[src/rtl/key_filter_if.sv]
// Key filter bus: raw active-low keys in, debounced level and event pulses out.
// The master side (stimulus or parent logic) drives key_n; the slave side is the filter.
interface key_filter_if;
  logic [3:0] key_n;
  logic [3:0] key_level;
  logic [3:0] key_press;
  logic [3:0] key_release;
  logic [3:0] key_long;
  logic       run_en;

  modport master (
    output key_n,
    input  key_level, key_press, key_release, key_long, run_en
  );

  modport slave (
    input  key_n,
    output key_level, key_press, key_release, key_long, run_en
  );
endinterface

[src/rtl/key_filter.sv]
// key_filter: four independent debouncers for bouncing active-low push-buttons.
// Each key has a 2-flop synchronizer, a 4-state filter FSM and a 20-bit counter.
// Outputs: debounced level, registered one-cycle press/release pulses, and a
// run_en flag that flips on every accepted press of key 0.
// Optional feature: define KEY_LONG_PRESS_EN to build per-key 26-bit hold
// counters that pulse key_long once a key has been held LONG_VAL+1 cycles.
// Without the macro key_long is tied to zero.
module key_filter #(
  parameter logic [19:0] DEBOUNCE_VAL = 20'd999_999,
  parameter logic [25:0] LONG_VAL     = 26'd49_999_999
) (
  input  logic        sys_clk,
  input  logic        rst_n,
  key_filter_if.slave kbus
);

  typedef enum logic [1:0] {IDLE, PRESS_FILT, DOWN, REL_FILT} state_t;

  logic [3:0]  sync_q;
  logic [3:0]  key_s;
  state_t      state_q [4];
  state_t      state_d [4];
  logic [19:0] cnt_q   [4];
  logic [19:0] cnt_d   [4];
  logic [3:0]  level_q, level_d;
  logic [3:0]  press_q, press_d;
  logic [3:0]  rel_q,   rel_d;
  logic        run_en_q;

  // Two-flop synchronizer per key; idles at 1 (released) out of reset.
  always_ff @(posedge sys_clk or negedge rst_n) begin
    if (!rst_n) begin
      sync_q <= 4'b1111;
      key_s  <= 4'b1111;
    end else begin
      sync_q <= kbus.key_n;
      key_s  <= sync_q;
    end
  end

  // Filter next-state logic: a press or release is accepted only after the
  // synchronized input stays stable for DEBOUNCE_VAL+1 consecutive cycles.
  always_comb begin
    level_d = level_q;
    press_d = '0;
    rel_d   = '0;
    for (int k = 0; k < 4; k++) begin
      state_d[k] = state_q[k];
      cnt_d[k]   = cnt_q[k];
      unique case (state_q[k])
        IDLE: begin
          if (!key_s[k]) begin
            state_d[k] = PRESS_FILT;
            cnt_d[k]   = '0;
          end
        end
        PRESS_FILT: begin
          if (key_s[k]) begin
            state_d[k] = IDLE;
          end else if (cnt_q[k] == DEBOUNCE_VAL) begin
            state_d[k] = DOWN;
            level_d[k] = 1'b1;
            press_d[k] = 1'b1;
          end else begin
            cnt_d[k] = cnt_q[k] + 20'd1;
          end
        end
        DOWN: begin
          if (key_s[k]) begin
            state_d[k] = REL_FILT;
            cnt_d[k]   = '0;
          end
        end
        REL_FILT: begin
          if (!key_s[k]) begin
            state_d[k] = DOWN;
          end else if (cnt_q[k] == DEBOUNCE_VAL) begin
            state_d[k] = IDLE;
            level_d[k] = 1'b0;
            rel_d[k]   = 1'b1;
          end else begin
            cnt_d[k] = cnt_q[k] + 20'd1;
          end
        end
        default: state_d[k] = IDLE;
      endcase
    end
  end

  // Filter state, counters and registered outputs; run_en flips after a key-0 press pulse.
  always_ff @(posedge sys_clk or negedge rst_n) begin
    if (!rst_n) begin
      for (int k = 0; k < 4; k++) begin
        state_q[k] <= IDLE;
        cnt_q[k]   <= '0;
      end
      level_q  <= '0;
      press_q  <= '0;
      rel_q    <= '0;
      run_en_q <= 1'b0;
    end else begin
      for (int k = 0; k < 4; k++) begin
        state_q[k] <= state_d[k];
        cnt_q[k]   <= cnt_d[k];
      end
      level_q  <= level_d;
      press_q  <= press_d;
      rel_q    <= rel_d;
      run_en_q <= run_en_q ^ press_q[0];
    end
  end

`ifdef KEY_LONG_PRESS_EN
  logic [25:0] hold_q [4];
  logic [25:0] hold_d [4];
  logic [3:0]  fired_q, fired_d;
  logic [3:0]  long_q,  long_d;

  // Hold timer: restarts on every entry to DOWN, runs through DOWN and
  // REL_FILT, saturates at LONG_VAL and fires key_long once per hold.
  always_comb begin
    long_d  = '0;
    fired_d = fired_q;
    for (int k = 0; k < 4; k++) begin
      hold_d[k] = hold_q[k];
      if (state_d[k] == DOWN && state_q[k] != DOWN) begin
        hold_d[k]  = '0;
        fired_d[k] = 1'b0;
      end else if (state_d[k] == IDLE) begin
        hold_d[k]  = '0;
        fired_d[k] = 1'b0;
      end else if (state_q[k] == DOWN || state_q[k] == REL_FILT) begin
        if (hold_q[k] == LONG_VAL) begin
          if (!fired_q[k]) begin
            long_d[k]  = 1'b1;
            fired_d[k] = 1'b1;
          end
        end else begin
          hold_d[k] = hold_q[k] + 26'd1;
        end
      end
    end
  end

  // Hold counters, once-only flags and the registered long-press pulse.
  always_ff @(posedge sys_clk or negedge rst_n) begin
    if (!rst_n) begin
      for (int k = 0; k < 4; k++) hold_q[k] <= '0;
      fired_q <= '0;
      long_q  <= '0;
    end else begin
      for (int k = 0; k < 4; k++) hold_q[k] <= hold_d[k];
      fired_q <= fired_d;
      long_q  <= long_d;
    end
  end

  assign kbus.key_long = long_q;
`else
  assign kbus.key_long = 4'b0000;
`endif

  assign kbus.key_level   = level_q;
  assign kbus.key_press   = press_q;
  assign kbus.key_release = rel_q;
  assign kbus.run_en      = run_en_q;

endmodule

[src/flat_wrapper.sv]
// flat-port wrapper written by rule: the top's interface ports become plain ports
module key_filter_flat 
#(
  parameter logic [19:0] DEBOUNCE_VAL = 20'd999_999,
  parameter logic [25:0] LONG_VAL     = 26'd49_999_999
)
  (sys_clk, rst_n, kbus_key_n, kbus_key_level, kbus_key_press, kbus_key_release, kbus_key_long, kbus_run_en);
  key_filter_if kbus_i ();
  input  logic sys_clk;
  input  logic rst_n;
  input wire logic [$bits(kbus_i.key_n)-1:0] kbus_key_n;
  output wire logic [$bits(kbus_i.key_level)-1:0] kbus_key_level;
  output wire logic [$bits(kbus_i.key_press)-1:0] kbus_key_press;
  output wire logic [$bits(kbus_i.key_release)-1:0] kbus_key_release;
  output wire logic [$bits(kbus_i.key_long)-1:0] kbus_key_long;
  output wire logic [$bits(kbus_i.run_en)-1:0] kbus_run_en;
  assign kbus_i.key_n = kbus_key_n;
  assign kbus_key_level = kbus_i.key_level;
  assign kbus_key_press = kbus_i.key_press;
  assign kbus_key_release = kbus_i.key_release;
  assign kbus_key_long = kbus_i.key_long;
  assign kbus_run_en = kbus_i.run_en;
  key_filter #(.DEBOUNCE_VAL(DEBOUNCE_VAL), .LONG_VAL(LONG_VAL)) u_core (.sys_clk(sys_clk), .rst_n(rst_n), .kbus(kbus_i));
endmodule
[config.mk]
export PLATFORM = sky130hd
export DESIGN_NAME = key_filter_flat
export DESIGN_NICKNAME = d
export VERILOG_FILES = /design/src/rtl/key_filter_if.sv /design/src/rtl/key_filter.sv /design/src/flat_wrapper.sv
export SDC_FILE = /design/constraint.sdc
export NUM_CORES = 1
export LEC_CHECK = 0
export CORE_UTILIZATION = 61
export DETAILED_ROUTE_END_ITERATION = 10
export GPL_TIMING_DRIVEN = 0
export PLACE_DENSITY = 0.82
export SLEW_MARGIN = 10
export SYNTH_ARGS = -nofsm -noshare
export SYNTH_HDL_FRONTEND = slang
export SYNTH_SLANG_ARGS = --single-unit
[constraint.sdc]
create_clock -name sys_clk -period 3.7 [get_ports sys_clk]
set_input_delay 0.74 -clock sys_clk [delete_from_list [all_inputs] [get_ports sys_clk]]
set_output_delay 0.74 -clock sys_clk [all_outputs]
set_load 0.05 [all_outputs]
# Yosys cells after proc, flatten, opt, wreduce, memory -nomap -nowiden
# Index checks and enable logic that the tools add are counted.
# totals
ff_bits,109
word_cells,182
output_inout_bits,17
inputBits,6
# classes
eq_ne,48
addsub,4
muxes,92
bitwise,1
reduce_logical,20
# ops
operator,count
two-way mux 20 bit,20
case mux 20 bit (4 select lines),4
"adder 20 x 1 -> 20 bit, second input constant",4
"== test 20 bit, second input constant",4
two-way mux 2 bit,24
two-way mux 1 bit,36
"!= test 2 x 1 -> 1 bit, second input constant",16
case mux 2 bit (4 select lines),4
AND reduction 4 bit,8
AND reduction 5 bit,4
"== test 2 bit, second input constant",8
"!= test 2 bit, second input constant",8
"!= test 3 x 1 -> 1 bit, second input constant",4
"!= test 3 bit, second input constant",4
"== test 2 x 1 -> 1 bit, second input constant",4
zero test 2 bit,4
case mux 1 bit (2 select lines),4
nonzero test 2 bit,4
XOR 1 bit,1

# Logic depth before layout (Yosys ltp)
# Gate-level depths: netlist of the first run.
# depth
word_depth,4
ltp_mapped,7
mapped_depth_nobuf,6

# Worst setup path before layout of the first run
# Ideal clock, no wire load.
# synth_timing
path_kind,register to register
start,register u_core.key_s[1]
end,register u_core.cnt_q[59] (netlist name)
path_slack_ns,1.692
setup_ns,0.078
path_stages_with_launch,6
n_path_buf,1
arrival_ns,1.930
required_ns,3.622
synth_period_minus_slack_ns,2.008
cell_sequence,dfstp_2 clkbuf_1 xor2_1 or4_1 or4_1 a21oi_1
# synth_between
elab_chain_len,2
elab_cells_between_ends,5
classes_between,eq/ne (4); reduce/logical (1)
# synth_rtl
element,line,rtl
from (decl),key_filter.sv:20,logic [3:0] key_s;
from (signal assigned),key_filter.sv:37,key_s <= sync_q;
!= test 2 x 1 -> 1 bit (no source line) or != test 2 bit (tied branches),--,
AND reduction 4 bit (no source line) *,--,
"to (signal, indexed assignment)",key_filter.sv:104,cnt_q[k] <= cnt_d[k];
to (decl),key_filter.sv:23,logic [19:0] cnt_q [4];
# Every way passes the cells marked *; elsewhere a longest branch is shown, timed or not.
# A chain may end at the register's enable or synchronous reset.

# Worst setup path in the final report of the first run
# layout_timing
start,register u_core.cnt_q[20] (netlist name)
end,register u_core.cnt_q[38] (netlist name)
# layout_between
elab_chain_len,4
elab_cells_between_ends,6
classes_between,add/sub (1); eq/ne (1); mux (4)
# layout_rtl
element,line,rtl
adder 20 x 1 -> 20 bit or == test 20 bit (tied branches),--,
two-way mux 20 bit *,"key_filter.sv:60, key_filter.sv:77",
two-way mux 20 bit (on tied branches),"key_filter.sv:75, key_filter.sv:58",
case mux 20 bit (4 select lines) *,key_filter.sv:50,unique case (state_q[k])
# Every way passes the cells marked *; elsewhere a longest branch is shown, timed or not. The select of a mux whose other input is x is not followed.

==> run_results.csv, run 1 <==
group,metric,value,unit
placed_design,place_ws,1.38,ns
outcome,status,"finished, final reports clean",
route,drt-total-wl,14.7,mm
cells_and_area,drive_gt1_share,7.70,%
grt,use_met1,40.2,%
sta,worst_slew_pin_slew,0.773,ns
logic_synthesis,synth-async-reset-ratio,100,%
floorplanning,num_rows,36,
cells_and_area,nets,719,
logic_synthesis,synth_cell_types,73,
grt,busiest_layer,"met2",
logic_synthesis,netlist_instances,676,
grt,track_usage,29.2,%
logic_synthesis,synth_compound_area_share,17.8,%
sta,slew_headroom,48.1,%
grt,first_global_vias,5177,
route,drt-initial-drc-count,409,
cts,clkLatencyLatePin,0.38,ns
worst_setup_path,r2r-start,"u_core.cnt_q[20]",
sta,timing.clock.skew,0.0161,ns
worst_setup_path,cp-end-kind,"flip-flop",
worst_setup_path,ff2ff_path_depth,5,
worst_setup_path,startpoint_type,"flip-flop",
logic_synthesis,synth_seq_cells,109,
sta,layout_setup_ws,1.32,ns
cts,cts_tree,"built",
cts,cts-buffers-inserted,9,
route,num_vias,5650,
logic_synthesis,synth_area_leaders,"dfrtp_1, nand2_1, nand4_1, dfstp_2, a21oi_1",
pwr,ir_drop,0.394,mV
floorplanning,ioPinCount,23,
logic_synthesis,ys_top_cells_by_count,"dfrtp_1, nand2_1, nand4_1, a21oi_1, nor2_1",
sta,rsz0062_at_grt,"no",
grt,grt_overflow_total,0,
cts,h-tree-depth,3,
cells_and_area,syn2layout_area_growth,9.27,%
worst_setup_path,worstPathMaxFanout,9,
cts,cts_hold_buf,0,
grt,antenna_found_initial,0,
floorplanning,die-width,103,µm
logic_synthesis,synth_ff_type,"dfrtp_1",
floorplanning,start_util,63.4,%
worst_setup_path,reg2reg_slack,1.32,ns
logic_synthesis,ys_seq_area_share,43.8,%
sta,whs,0.262,ns
cts,clk_path_buf_depth,2,
grt,grt_max_degree,70,
logic_synthesis,synthAdderAreaFrac,0.800,%
logic_synthesis,yosys.area.top_type_share,40.4,%
worst_setup_path,critPathKind,"reg2reg",
route,via_per_inst,6.67,
cells_and_area,multiInputGateArea,0.00327,mm²
logic_synthesis,synthXorXnorAreaFrac,1.82,%
cts,cts.sinks,109,
sta,finalHoldViolCount,0,
logic_synthesis,synth_top_family_by_area,"simple AND/OR/NAND/NOR gates",
sta,fin_crit_sh,64.3,%
cells_and_area,seq_area,0.00274,mm²
grt,grt_pass1_wl,24.2,mm
cells_and_area,filler_cell_count,752,
logic_synthesis,yosys.area_share.simple,28.5,%
route,dr.pass1.iters,5,
logic_synthesis,synth_most_common_cell,"dfrtp_1",
floorplanning,dieArea,0.0107,mm²
sta,max_freq,0.420,GHz
placed_design,detailed_place_hpwl,9.99,mm
flow_run,max-cap-violations,0,
cts,cts_root_buffer,"clkbuf_8",
pwr,power.total,0.00222,W
route,ant_nets,0,
pwr,power_per_cell_area,325,mW/mm²
cts,clkTransAtPathRegs,0.10,ns
placed_design,port_buffers,18,
logic_synthesis,ys.warnings.count,0,
sta,slew_violations,0,
worst_setup_path,critPathRequiredTime,3.96,ns
route,drc,0,
worst_setup_path,crit_arrival,2.64,ns
logic_synthesis,synth_mux_area_share,3.12,%
logic_synthesis,synth_area_leader_cell,"dfrtp_1",
grt,gr-usage-met3,7.12,%
pwr,leakage,2.88,nW
logic_synthesis,syn_area_per_cell,9.25,µm²
worst_hold_path,hp-class,"in2async",
floorplanning,fp.dieH,103,µm
sta,setup_viol,0,
route,post_drt_wl_per_cell,17.3,µm
grt,grt_use_met2,45.3,%
logic_synthesis,synth_enable_flop_cells,0,
placed_design,gp_congestion,0.915,
floorplanning,coreArea,0.00986,mm²
logic_synthesis,mappedNetlistArea,0.00625,mm²
sta,period_needed,2.38,ns
worst_setup_path,r2r_end,"u_core.cnt_q[38]",
cts,ctsResizeCount,0,
cts,post_cts_buffers,0,
cells_and_area,diodes,0,
==> sequential cells by signal, indices dropped and copies added (netlist names), named ones only <==
name,count
u_core.kbus.key_level,4
u_core.key_s,4
u_core.state_q,4
u_core.sync_q,4
u_core.kbus.key_press,4
u_core.kbus.key_release,4
u_core.kbus.run_en,1
u_core.cnt_q,80
==> layout make-up <==
cell class	count	share of cell area, %
Tap cell	133	2.44
Multi-Input combinational cell	509	47.9
Timing Repair Buffer	19	3.06
Sequential cell	109	40.1
Inverter	15	0.824
Buffer	46	2.91
Clock buffer	12	2.12
Clock inverter	4	0.696
==> worst max-delay path, cell delays in order (launching register included) <==
cell and delay [ns]:
dfrtp_1 0.47, ha_1 0.26, nand3_1 0.34, nor4_2 0.74, a21oi_1 0.15, a211o_1 0.30
==> metrics by stage <==
| stage | utilization, % | instances | TNS [ns] | instance area [µm²] |
|---|---|---|---|---|
| 2_1_floorplan | - | 679 | 0 | 6260 |
| 4_1_cts | 69.3 | 847 | 0 | 6830 |
| 3_3_place_gp | 67.0 | 830 | -224.54 | 6610 |
| 6_report | 69.3 | 847 | 0 | 6830 |
| 3_5_place_dp | 67.3 | 831 | 0 | 6640 |
| 5_1_grt | 69.3 | 847 | 0 | 6830 |
==> kinds of logic after synthesis <==
| family | Yosys count |
|---|---|
| compound gates | 160 |
| xor+xnor | 13 |
| fa+ha+maj | 4 |
| buf+inv | 61 |
| flops | 109 |
| mux | 19 |
| other cells | 1 |
| simple gates | 309 |
==> metal layers <==
metal	wire, µm	share of wire, %
met1	6500	44
met3	1040	7.1
met4	230	1.6
met5	0	0
met2	6890	47
==> cells in the final DEF, fill, tap and decap left out, types with 12 or more instances in the layout <==
cell type,synthesis,layout
or3_1,12,12
o21ai_0,21,21
nor3_1,18,18
a21oi_1,36,36
clkbuf_1,32,34
and3_1,19,19
dfrtp_1,101,101
o31ai_1,12,12
clkdlybuf4s50_1,0,17
nand3_1,29,29
and4_1,15,15
inv_1,14,14
nand4_1,37,37
mux2i_1,15,15
nor4_1,18,18
o211ai_1,12,12
nor2_1,35,35
nand2_1,62,62
==> report_power, final <==
| part | internal, W | total (W) | switching [W] |
|---|---|---|---|
| clock network | 0.000330 | 0.000729 | 0.000399 |
| registers | 0.00123 | 0.00128 | 0.0000484 |
| logic | 0.0000720 | 0.000210 | 0.000138 |
| total | 0.00164 | 0.00222 | 0.000585 |
==> worst max-delay path by stage <==
stage / start / slack, ns / cells past startpoint / endpoint
6_report: u_core.cnt_q[20] / 1.32 / 5 / u_core.cnt_q[38]
4_1_cts: u_core.kbus.key_press[0] / 1.32 / 1 / kbus_key_press[0]
5_1_grt: u_core.cnt_q[20] / 1.11 / 5 / u_core.cnt_q[38]
3_3_place_gp: rst_n / -2.16 / 1 / async pin
3_5_place_dp: u_core.key_s[0] / 1.38 / 6 / u_core.cnt_q[76]
2_1_floorplan: u_core.key_s[1] / 1.69 / 5 / u_core.cnt_q[59]
(Power assumes the default switching activity.)
==> inputs of run 2 (changes only) <==
Clock period 3.7 ns to 2.4 ns, I/O delays scaled along.
==> run_results.csv, run 2 (same netlist as run 1, synthesis figures left out) <==
group,metric,value,unit
outcome,status,"finished, final reports clean",
floorplanning,start_util,63.4,%
sta,worst_slew_pin_slew,0.744,ns
worst_setup_path,crit_arrival,2.53,ns
worst_setup_path,path_delay_family,"buffers and inverters",
cells_and_area,regMostFlops,"u_core.cnt_q",
route,drc,0,
cells_and_area,stdcell_count,847,
worst_setup_path,critPathRequiredTime,2.70,ns
sta,timing.clock.skew,0.0166,ns
cells_and_area,nets,719,
worst_setup_path,critPathKind,"reg2reg",
cells_and_area,largest_reg_flops,80,
sta,slew_headroom,50.0,%
pwr,leakage,2.90,nW
floorplanning,ioPinCount,23,
flow_run,max-cap-violations,0,
worst_setup_path,slowest_stage,"dfstp_2",
grt,grt_overflow_total,0,
route,drt-total-wl,14.7,mm
route,dr.pass1.iters,7,
sta,max_freq,0.447,GHz
route,drt-initial-drc-count,425,
floorplanning,dieArea,0.0107,mm²
sta,finalHoldViolCount,0,
floorplanning,fp.dieH,103,µm
worst_hold_path,hp-class,"reg2reg",
placed_design,place_ws,0.0847,ns
route,ant_nets,0,
cts,clk_path_buf_depth,2,
sta,fin_crit_sh,93.2,%
worst_setup_path,slowest_delay,0.53,ns
floorplanning,num_rows,36,
cts,post_cts_buffers,0,
cells_and_area,layout_common_cells,"dfrtp_1, nand2_1, nand4_1",
grt,grt_pass1_wl,24.2,mm
placed_design,port_buffers,18,
placed_design,gp_congestion,0.915,
sta,slew_violations,0,
sta,rsz0062_at_grt,"no",
worst_setup_path,worstPathMaxFanout,10,
placed_design,detailed_place_hpwl,9.99,mm
cts,cts-buffers-inserted,9,
worst_setup_path,cp-end-kind,"flip-flop",
sta,layout_setup_ws,0.164,ns
cts,cts_tree,"built",
cts,h-tree-depth,3,
worst_setup_path,path_buf_inv,3,
cells_and_area,layout_commonest_cell,"dfrtp_1",
grt,antenna_found_initial,0,
cells_and_area,diodes,0,
floorplanning,coreArea,0.00986,mm²
grt,track_usage,29.2,%
grt,grt_max_degree,70,
worst_setup_path,startpoint_type,"flip-flop",
cts,clkLatencyLatePin,0.38,ns
route,num_vias,5648,
route,via_per_inst,6.67,
worst_setup_path,crit_chain,"buf_2 > xor2_1 > clkbuf_2 > clkbuf_1 > a21oi_1 > nor3_1",
pwr,power_per_cell_area,501,mW/mm²
floorplanning,die-width,103,µm
placed_design,dp_cells,831,
cts,cts.sinks,109,
cts,cts_root_buffer,"clkbuf_8",
cells_and_area,drive_gt1_share,7.84,%
cells_and_area,syn2layout_area_growth,9.53,%
grt,first_global_vias,5177,
sta,period_needed,2.24,ns
cells_and_area,postLayoutCoreUtil,69.4,%
route,post_drt_wl_per_cell,17.3,µm
sta,setup_viol,0,
cts,clkTransAtPathRegs,0.10,ns
pwr,ir_drop,0.605,mV
sta,whs,0.348,ns
==> run 2: final timing paths <==
check                      slack [ns]             start  cells past startpoint          endpoint
max                              0.16   u_core.key_s[0]                      6  u_core.cnt_q[76]
max in group asynchronous        1.11             rst_n                      3   u_core.key_s[2]
min reg2reg                      0.35  u_core.sync_q[0]                      0   u_core.key_s[0]
min in group asynchronous        0.57             rst_n                      2  u_core.cnt_q[59]
min                              0.35  u_core.sync_q[0]                      0   u_core.key_s[0]
max reg2reg                      0.16   u_core.key_s[0]                      6  u_core.cnt_q[76]
==> run 2: what timing repair did <==
| item | in CTS | in global routing |
|---|---|---|
| endpoints found under the setup margin | 0 | 13 |
| gates resized for setup | 0 | 3 |
| hold buffers | 1 | 0 |
| hold endpoints to repair | 19 | 0 |
==> run 2: power by group <==
part / switching, W / leakage (nW) / internal, W
sequential: 0.0000766 / 1.48 / 0.00190
combinational: 0.000211 / 1.33 / 0.000112
clock: 0.000619 / 0.0964 / 0.000509
total: 0.000906 / 2.90 / 0.00252
==> run 2: final cells by class <==
| class | count | area (µm²) |
|---|---|---|
| well taps | 133 | 166 |
| inverters | 15 | 56.3 |
| fillers | 749 | 3020 |
| clock inverters | 4 | 47.5 |
| plain buffers | 45 | 196 |
| multi-input cells | 509 | 3280 |
| repair buffers | 20 | 219 |
| flip-flops and latches | 109 | 2740 |
| clock buffers | 12 | 145 |
==> run 2: per-layer routing <==
metal,up-vias,wire [µm],global-route usage [%]
li1,2652,-,-
met1,2726,6530,40.2
met2,242,6990,45.3
met3,28,928,7.12
met4,0,214,10.7
met5,-,0,0
==> run 2: through the flow <==
| step | TNS, ns | instance area [µm²] | power, W |
|---|---|---|---|
| after floorplan | 0 | 6260 | 0.00221 |
| after global placement | -337.90 | 6610 | 0.00231 |
| after detailed placement | 0 | 6640 | 0.00233 |
| after CTS | 0 | 6840 | 0.00346 |
| after global routing | 0 | 6850 | 0.00358 |
| final | 0 | 6850 | 0.00343 |
==> patch: new RTL, config.mk and constraints of run 2 <==
`DEBOUNCE_VAL` is set to 20'd999_999 in 2 places; all go to 20'd524288.
--- a/src/rtl/key_filter.sv
+++ b/src/rtl/key_filter.sv
@@ -8,3 +8,3 @@
 module key_filter #(
-  parameter logic [19:0] DEBOUNCE_VAL = 20'd999_999,
+  parameter logic [19:0] DEBOUNCE_VAL = 20'd524288,
   parameter logic [25:0] LONG_VAL     = 26'd49_999_999
--- a/src/flat_wrapper.sv
+++ b/src/flat_wrapper.sv
@@ -3,3 +3,3 @@
 #(
-  parameter logic [19:0] DEBOUNCE_VAL = 20'd999_999,
+  parameter logic [19:0] DEBOUNCE_VAL = 20'd524288,
   parameter logic [25:0] LONG_VAL     = 26'd49_999_999
Check against the original RTL: same outputs for any inputs over 4 cycles, from zero or initial values and one cycle with rst_n low; that may be too few to reach the edited logic, so the function may still have changed.
==> patch against run 2 <==
- sequential cell count unchanged
- clock power up 15%
- largest power group unchanged
- wire length down 16%
- cell area shrank 5.7%
- total power grew 4.2%
- area after synthesis decreased by 6.7%
- worst setup slack better by 0.13 ns
- global-route usage decreased by 2.7 points
==> patch: results (changes against run 2) <==
* Status: complete, no violations (unchanged)
* Via Count at 4824 (was 5648)
* Yosys cell types at 65 (was 73)
* Total wire length at 12400 um (was 14700 um)
* Hold Crit Class: input pin to asynchronous set/reset pin (was flop to flop)
* Cells after synthesis at 629 (was 676)
* DP Wirelength at 8490 um (was 9990 um)
* Synth cell count leaders: 101 x dfrtp_1, 69 x nand2_1, 61 x nor2_1, 47 x nand3_1, 37 x o21ai_0 (was 101 x dfrtp_1, 62 x nand2_1, 37 x nand4_1, 36 x a21oi_1, 35 x nor2_1)
* Slowest stage delay, CP at 0.85 ns (was 0.53 ns)
* Crit Path Max Fanout at 3 (was 10)
* First-pass GRT wire length at 21000 um (was 24200 um)
* Critical Path AT at 1.62 ns (was 2.53 ns)
* Reg power frac at 0.547 (was 0.577)
* Switch Pwr at 0.000916 W (was 0.000906 W)
* Post-synthesis xor/xnor area fraction at 0.0403 (was 0.0182)
* Pre-antenna DRT Iters at 4 (was 7)
* Slowest-stage cell, CP: clkdlybuf4s50_1 (was dfstp_2)
* Sequential fraction of the synthesis area at 0.469 (was 0.438)
* Pre-CTS setup slack at 0.329 ns (was 0.0847 ns)
* Post-synthesis compound-gate area fraction at 0.119 (was 0.178)
* Final Skew at 0.00628 ns (was 0.0166 ns)
* Iter 0 DRT Violations at 197 (was 425)
* Post-Synth Adder-Cell Area at 0.0172 (was 0.00800)
* Final Non-Filler Cells at 796 (was 847)
* Vias in the first global route at 4555 (was 5177)
* Routability Congestion at 0.920 (was 0.915)
## patch: changes by cell type after synthesis, moves of 14 or more
cell / run 2 / this run
nor2_1: 35 / 61
nand4_1: 37 / 16
a21oi_1: 36 / 18
nand3_1: 29 / 47
clkbuf_1: 32 / 16
o21ai_0: 21 / 37
xor2_1: 6 / 20
## patch: final cells by class
| cell class | instances | area, um^2 |
|---|---|---|
| repair buffers | 19 | 209 |
| inverters | 20 | 75.1 |
| multi-input cells | 469 | 2870 |
| well taps | 129 | 161 |
| plain buffers | 34 | 163 |
| flip-flops and latches | 109 | 2740 |
| fillers | 686 | 2780 |
| clock buffers | 11 | 151 |
| clock inverters | 5 | 88.8 |
## patch: metal layers
metal / up-vias / part of all wire / routed length, um / track usage
li1: 2334 / - / - / -
met1: 2328 / 0.45 / 5570 / 0.358
met2: 143 / 0.48 / 6000 / 0.426
met3: 19 / 0.052 / 648 / 0.0564
met4: 0 / 0.013 / 163 / 0.0973
met5: - / 0 / 0 / 0
